File: src/rtl/tag_search_seq.sv
// Scans a DEPTH-entry tag table one entry per two cycles through an external 6-bit comparator; lowest matching index wins.
// Latency: done 2*i+3 cycles after start for a hit on entry i, 2*DEPTH+1 for a miss; start outside IDLE is dropped, writes always accepted.
module tag_search_seq #(
  parameter int DEPTH = 8,
  parameter int IDXW  = 3
) (
  input  logic            clk,
  input  logic            reset,
  input  logic            wr_en,
  input  logic [IDXW-1:0] wr_idx,
  input  logic [5:0]      wr_tag,
  input  logic            wr_valid,
  input  logic            start,
  input  logic [5:0]      key,
  output logic            busy,
  output logic            done,
  output logic            hit,
  output logic [IDXW-1:0] hit_idx,
  output logic [5:0]      cmp_a,
  output logic [5:0]      cmp_b,
  output logic            cmp_enb,
  input  logic            cmp_eq
);

  typedef enum logic [1:0] {IDLE, DRIVE, CHECK, DONE} state_t;

  state_t           state, state_nxt;
  logic [5:0]       tag_tbl [DEPTH];
  logic [DEPTH-1:0] vld_tbl;
  logic [5:0]       key_r;
  logic [IDXW-1:0]  ptr;
  logic             last;

  assign last = (ptr == IDXW'(DEPTH - 1));

  always_ff @(posedge clk or posedge reset) begin
    if (reset) state <= IDLE;
    else       state <= state_nxt;
  end

  always_comb begin
    state_nxt = state;
    busy      = 1'b0;
    done      = 1'b0;
    case (state)
      IDLE:  if (start) state_nxt = DRIVE;
      DRIVE: begin
        busy      = 1'b1;
        state_nxt = CHECK;
      end
      CHECK: begin
        busy      = 1'b1;
        state_nxt = (cmp_eq || last) ? DONE : DRIVE;
      end
      DONE: begin
        done      = 1'b1;
        state_nxt = IDLE;
      end
      default: state_nxt = IDLE;
    endcase
  end

  // Table write port is independent of the scan; a DRIVE read sees pre-edge contents.
  always_ff @(posedge clk or posedge reset) begin
    if (reset) begin
      for (int i = 0; i < DEPTH; i++) tag_tbl[i] <= '0;
      vld_tbl <= '0;
    end else if (wr_en) begin
      tag_tbl[wr_idx] <= wr_tag;
      vld_tbl[wr_idx] <= wr_valid;
    end
  end

  always_ff @(posedge clk or posedge reset) begin
    if (reset) begin
      key_r   <= '0;
      ptr     <= '0;
      cmp_a   <= '0;
      cmp_b   <= '0;
      cmp_enb <= 1'b0;
      hit     <= 1'b0;
      hit_idx <= '0;
    end else begin
      case (state)
        IDLE: if (start) begin
          key_r <= key;
          ptr   <= '0;
        end
        DRIVE: begin
          cmp_a   <= key_r;
          cmp_b   <= tag_tbl[ptr];
          cmp_enb <= vld_tbl[ptr];
        end
        // Enable drops as DONE is entered so the comparator idles between searches.
        CHECK: begin
          if (cmp_eq) begin
            hit     <= 1'b1;
            hit_idx <= ptr;
            cmp_enb <= 1'b0;
          end else if (last) begin
            hit     <= 1'b0;
            hit_idx <= '0;
            cmp_enb <= 1'b0;
          end else begin
            ptr <= ptr + 1'b1;
          end
        end
        default: ;
      endcase
    end
  end

endmodule
File: config.mk
export PLATFORM = sky130hd
export DESIGN_NAME = tag_search_seq
export DESIGN_NICKNAME = d
export VERILOG_FILES = /design/src/rtl/tag_search_seq.sv
export SDC_FILE = /design/constraint.sdc
export NUM_CORES = 1
export LEC_CHECK = 0
export CAP_MARGIN = 30
export CORE_MARGIN = 2
export CORE_UTILIZATION = 61
export CTS_CLUSTER_DIAMETER = 150
export DETAILED_ROUTE_END_ITERATION = 12
export PLACE_DENSITY = 0.92
export SYNTH_ARGS = -nofsm -noshare
export SYNTH_HDL_FRONTEND = slang
export SYNTH_SLANG_ARGS = --single-unit
File: constraint.sdc
create_clock -name clk -period 6.3 [get_ports clk]
set_input_delay 0.945 -clock clk [delete_from_list [all_inputs] [get_ports clk]]
set_output_delay 0.945 -clock clk [all_outputs]
set_load 0.02 [all_outputs]
Word-level counts from Yosys, hierarchy flattened. Index checks and enable logic that the tools add are counted. Widths: inputs -> output; s select.

Add/subtract/negate cells: 1. $mul: 0. Div/mod/pow operators: 0. Order comparisons: 6. Equality and inequality tests: 8. Shifts and indexed selects: 0. Mux-type cells: 26. Bitwise operators: 2. Reduce and logical (&&, ||, !) cells: 12.

Operators with widths (number): $bwmux 48 (1); $bmux 6 s3 (1); $demux 6 s3 (1); $mux 6 (3); $mux 3 (5); $bwmux 8 (1); $ge 4x4->1 const B (2); $lt 3x4->1 const B (2); $not 3->4 (2); $pmux 2 s4 (1); $mux 1 (7); $ne 2x2->1 const B (3); $pmux 3 s2 (1); $reduce_and 2->1 (3); $reduce_bool 2->1 (3); $eq 2x2->1 const B (2); $lt 4x1->1 const B (1); $mux 2 (2); $reduce_and 4->1 (1); $add 3x1->3 const B (1); $bmux 1 s3 (1); $demux 1 s3 (1); $eq 3x3->1 const B (1); $ge 3x1->1 const B (1); 7 further kinds (8).

Bits in registers: 84. Latch bits: 0. Memory bits (writable): 0. Bits in read-only memories: 0. Input port bits: 21. Word-level logic and storage cells: 72. Memories kept: 0.

Longest topological paths before layout.
Word-level depth: 6. Depth in mapped cells: 7.

Least setup slack after synthesis. Ideal clock, no wire load.

Kind: input to register. Start: input port wr_idx[0]. End: register tag_tbl[30] (netlist bit). Arrival: 1.901 ns. Data required time: 6.175 ns. Slack: 4.274 ns. Stages on the path: 4. Path through: buf_6 > nand2b_4 > nor3b_4 > mux2_2.

Word-level cells in the longest chain between the ends: 6. Elaborated cells on any way between the ends: 7. Those cells by class: 2 x order compare; 3 x mux; 1 x bitwise; 1 x reduce/logical.

RTL lines: start, declared (RTL line 10) `input logic [IDXW-1:0] wr_idx,`; $not 3->4 (not written as such) (*) (RTL line 69) `tag_tbl[wr_idx] <= wr_tag;`; $ge 4x4->1 (not written as such) / $lt 4x1->1 (equally long branches) (RTL line 69); $logic_and 1x1->1 (not written as such) (RTL line 69); $mux 6 (not written as such) (RTL line 69); $demux 6 s3 (*) (RTL line 69); $bwmux 48 (*) (RTL line 69); end signal, assigned by index (RTL line 69); end, declared (RTL line 28) `logic [5:0] tag_tbl [DEPTH];`.

Mark *: on every way between the ends. The rest lies on a longest branch, timed or not. A chain may end at the register's enable or synchronous reset.

Worst setup path after layout.
Start: register state[0]. End: output port busy.

Word-level cells in the longest chain between the ends: 3. Elaborated cells on any way between the ends: 4. Those cells by class: 2 x eq/ne; 1 x mux; 1 x reduce/logical.

RTL lines: start, declared (RTL line 27) `state_t state, state_nxt;`; start signal, assigned (RTL line 38) `else state <= state_nxt;`; $eq 2x2->1 / $eq 2x1->1 (equally long branches) (RTL line 45) `case (state)`; $reduce_or 2->1 (no source line) (*); $mux 1 (*) (RTL line 45); end, declared (RTL line 15) `output logic busy,`.

Marks and branches as above.

==> results.txt <==
Routed Antenna Nets: 0
pin count of the biggest net entering global routing: 64
Multi-input gate area: 1620 um2
fmax: 372 MHz
CP Max Fanout: 4
area leader, netlist: dfrtp_1
syn_area_per_cell: 13.9 um2
net switching power: 0.617 mW
first-pass GRT wire length: 13000 um
Inserted Clock Buffers: 9
clk_skew: 6.36 ps
share of cells above drive strength 1: 0.300
Max Slew Vio Count: 0
transition time at the pin with the least slew margin: 868 ps
post-synthesis sequential area ratio: 0.548
setup repair bufs after CTS: 0
Final min period: 2690 ps
critical path type: register to primary output
Startpoint Class: register
H-tree levels: 3
Total GRT Usage: 0.243
DRC violations left: 0
slew margin rel.: 0.421
Seq cells post-synth: 84
die width: 83.3 um
Post-synth top flop: dfrtp_1
hold path depth: 1
initial antenna violation count: 0
iteration-0 DRC count of the detailed router: 185
worst-skew pair later-pin latency: 350 ps
fin area: 4450 um2
clock buffer depth: 2
Critical Path RT: 5350 ps
row count: 28
Die Span Y: 83.3 um
placed inst area: 4280 um2
type of the worst min-delay path: register to register
Fin Setup TNS: 0 ps
Sw Share: 0.339
Max rail drop VDD: 288 uV
clock group share of total power: 0.188
Area Overhead vs Synth: 16.0%
IO Count: 40
Critical Path AT: 1740 ps
Mapped Cells: 277
EDFF count, synth: 0
CTS tree: done
Vias: 2394
final setup vio count: 0
leakage power: 1.91 nW
Tcrit/Tclk final: 0.427
hold_buf cts: 0
vias in the first global route: 2528
Core Box Area: 5990 um2
per-cell routed wire length: 20.0 um
Post-DP HPWL: 5080 um
GPL Wtd Cong: 0.765
CTS Sinks: 84
sequential share of power: 0.437
root buffer cell: clkbuf_8
final WL: 7900 um
top-count cell post-synth: dfrtp_1
Synthesis Warnings: 0
TritonRoute pass-1 iters: 4
sequential cell area: 2100 um2
mapped cell area: 3840 um2
grt ovf: 0
clock transition at the registers of the reported paths: 80 ps
post-cts resize count: 0
Max-Cap Viols: 0
Gate power share: 0.375
Fin. Hold Viols: 0
DIE AREA: 6940 um2
Initial Util: 0.641
Internal Power: 1.20 mW
commonest cells in the netlist: 84 x dfrtp_1, 73 x mux2_2, 24 x mux2i_1
count of unique library cells instantiated by Yosys: 29
status: finished, final reports clean
Synth area leaders: dfrtp_1 55%, mux2_2 21%, mux2i_1 6.3%
Critical Path Sink Type: primary output
top-area cell type share of the netlist area: 0.548
Antenna diodes: 0
Post-synth ARST share: 1.00
RSZ-0062 raised after global routing: false
fill cell count: 358
Vias/cell: 6.06
Final #Nets: 344
Syn Nets: 305
PD cells: 409 nW/um2
IO Port Bufs: 39
Register-to-Register Path Depth: 4
[cell type report]
class / count / area share
timing repair buffer: 42 / 0.0973
multi-input combinational: 170 / 0.364
clock buffer: 13 / 0.0357
clock inverter: 2 / 0.00225
tap: 75 / 0.0211
inverter: 9 / 0.00787
sequential: 84 / 0.472
[power by group through the flow]
stage                     clock network (mW)  registers, mW  logic, mW
after floorplan                            0          0.837      0.414
after global routing                   0.365          0.817      0.739
after detailed placement                   0          0.803      0.678
after global placement                     0          0.789      0.651
final                                  0.342          0.796      0.683
after CTS                              0.346          0.796      0.686
[final timing paths]
kind	endpoint	startpoint	slack, ps
worst max-delay path	busy	state[0]	3610
worst min-delay path	hit_idx[0]	hit_idx[0]	490
worst max register to register	cmp_enb	ptr[0]	4460
worst min register to register	hit_idx[0]	hit_idx[0]	490
max in group asynchronous	tag_tbl[15]	reset	4730
min in group asynchronous	tag_tbl[28]	reset	970
[placed cells by master (no fill, tap or decap)]
master	n
inv_1	8
a31oi_1	1
clkbuf_8	11
buf_16	1
mux2i_1	24
buf_4	2
nor3b_4	2
or2_2	1
a21oi_1	4
and2_1	2
nand2b_1	2
clkinv_2	3
nand2_1	4
a32o_1	3
ha_1	7
o21ai_0	9
a222oi_1	1
nand4b_1	3
clkbuf_1	2
a22oi_1	12
nand3_1	6
nor2b_1	2
nand2b_4	1
clkdlybuf4s50_1	39
nand4_1	1
nor2_1	4
dfrtp_1	84
nor3_4	1
mux2_2	73
a22o_1	6
nor3_2	1
[metrics by stage]
stage | total power [mW] | utilization | worst slack, ps | cells | hold WS [ps]
final | 1.82 | 0.743 | 3610 | 395 | 494
after floorplan | 1.25 | - | 3190 | 277 | 474
after detailed placement | 1.48 | 0.715 | 3520 | 380 | 481
after global placement | 1.44 | 0.710 | 3550 | 379 | 471
after CTS | 1.83 | 0.743 | 3600 | 395 | 498
after global routing | 1.92 | 0.743 | 3500 | 395 | 517
[cells by family (layout without fill, tap and decap cells)]
family                   after synthesis  count (layout)  synth area share
AND/OR/NAND/NOR                       30              30            0.0558
AO/OA/AOI/OAI                         36              36            0.0662
multiplexers                          97              97             0.277
buffers and inverters                 23              66            0.0306
adder cells (fa/ha/maj)                7               7            0.0228
flip-flops                            84              84             0.548
[routing by layer]
metal / track usage / part of all wire / up-vias
li1: - / - / 1093
met1: 0.324 / 0.44 / 1239
met5: 0 / 0 / -
met3: 0.0427 / 0.036 / 11
met2: 0.389 / 0.51 / 51
met4: 0.116 / 0.018 / 0
[flip-flops by register name (all words and copies together) (netlist names)]
| name | cells |
|---|---|
| cmp_a | 6 |
| hit_idx | 3 |
| hit | 1 |
| key_r | 6 |
| tag_tbl | 48 |
| vld_tbl | 8 |
| state | 2 |
| cmp_b | 6 |
| ptr | 3 |
| cmp_enb | 1 |
[worst max-delay path, cell delays in order, from the launching register on]
cell             delay [ps]
dfrtp_1                 410
inv_1                   110
ha_1                    280
clkdlybuf4s50_1         600
No activity file was read; power rests on OpenSTA's default activity.
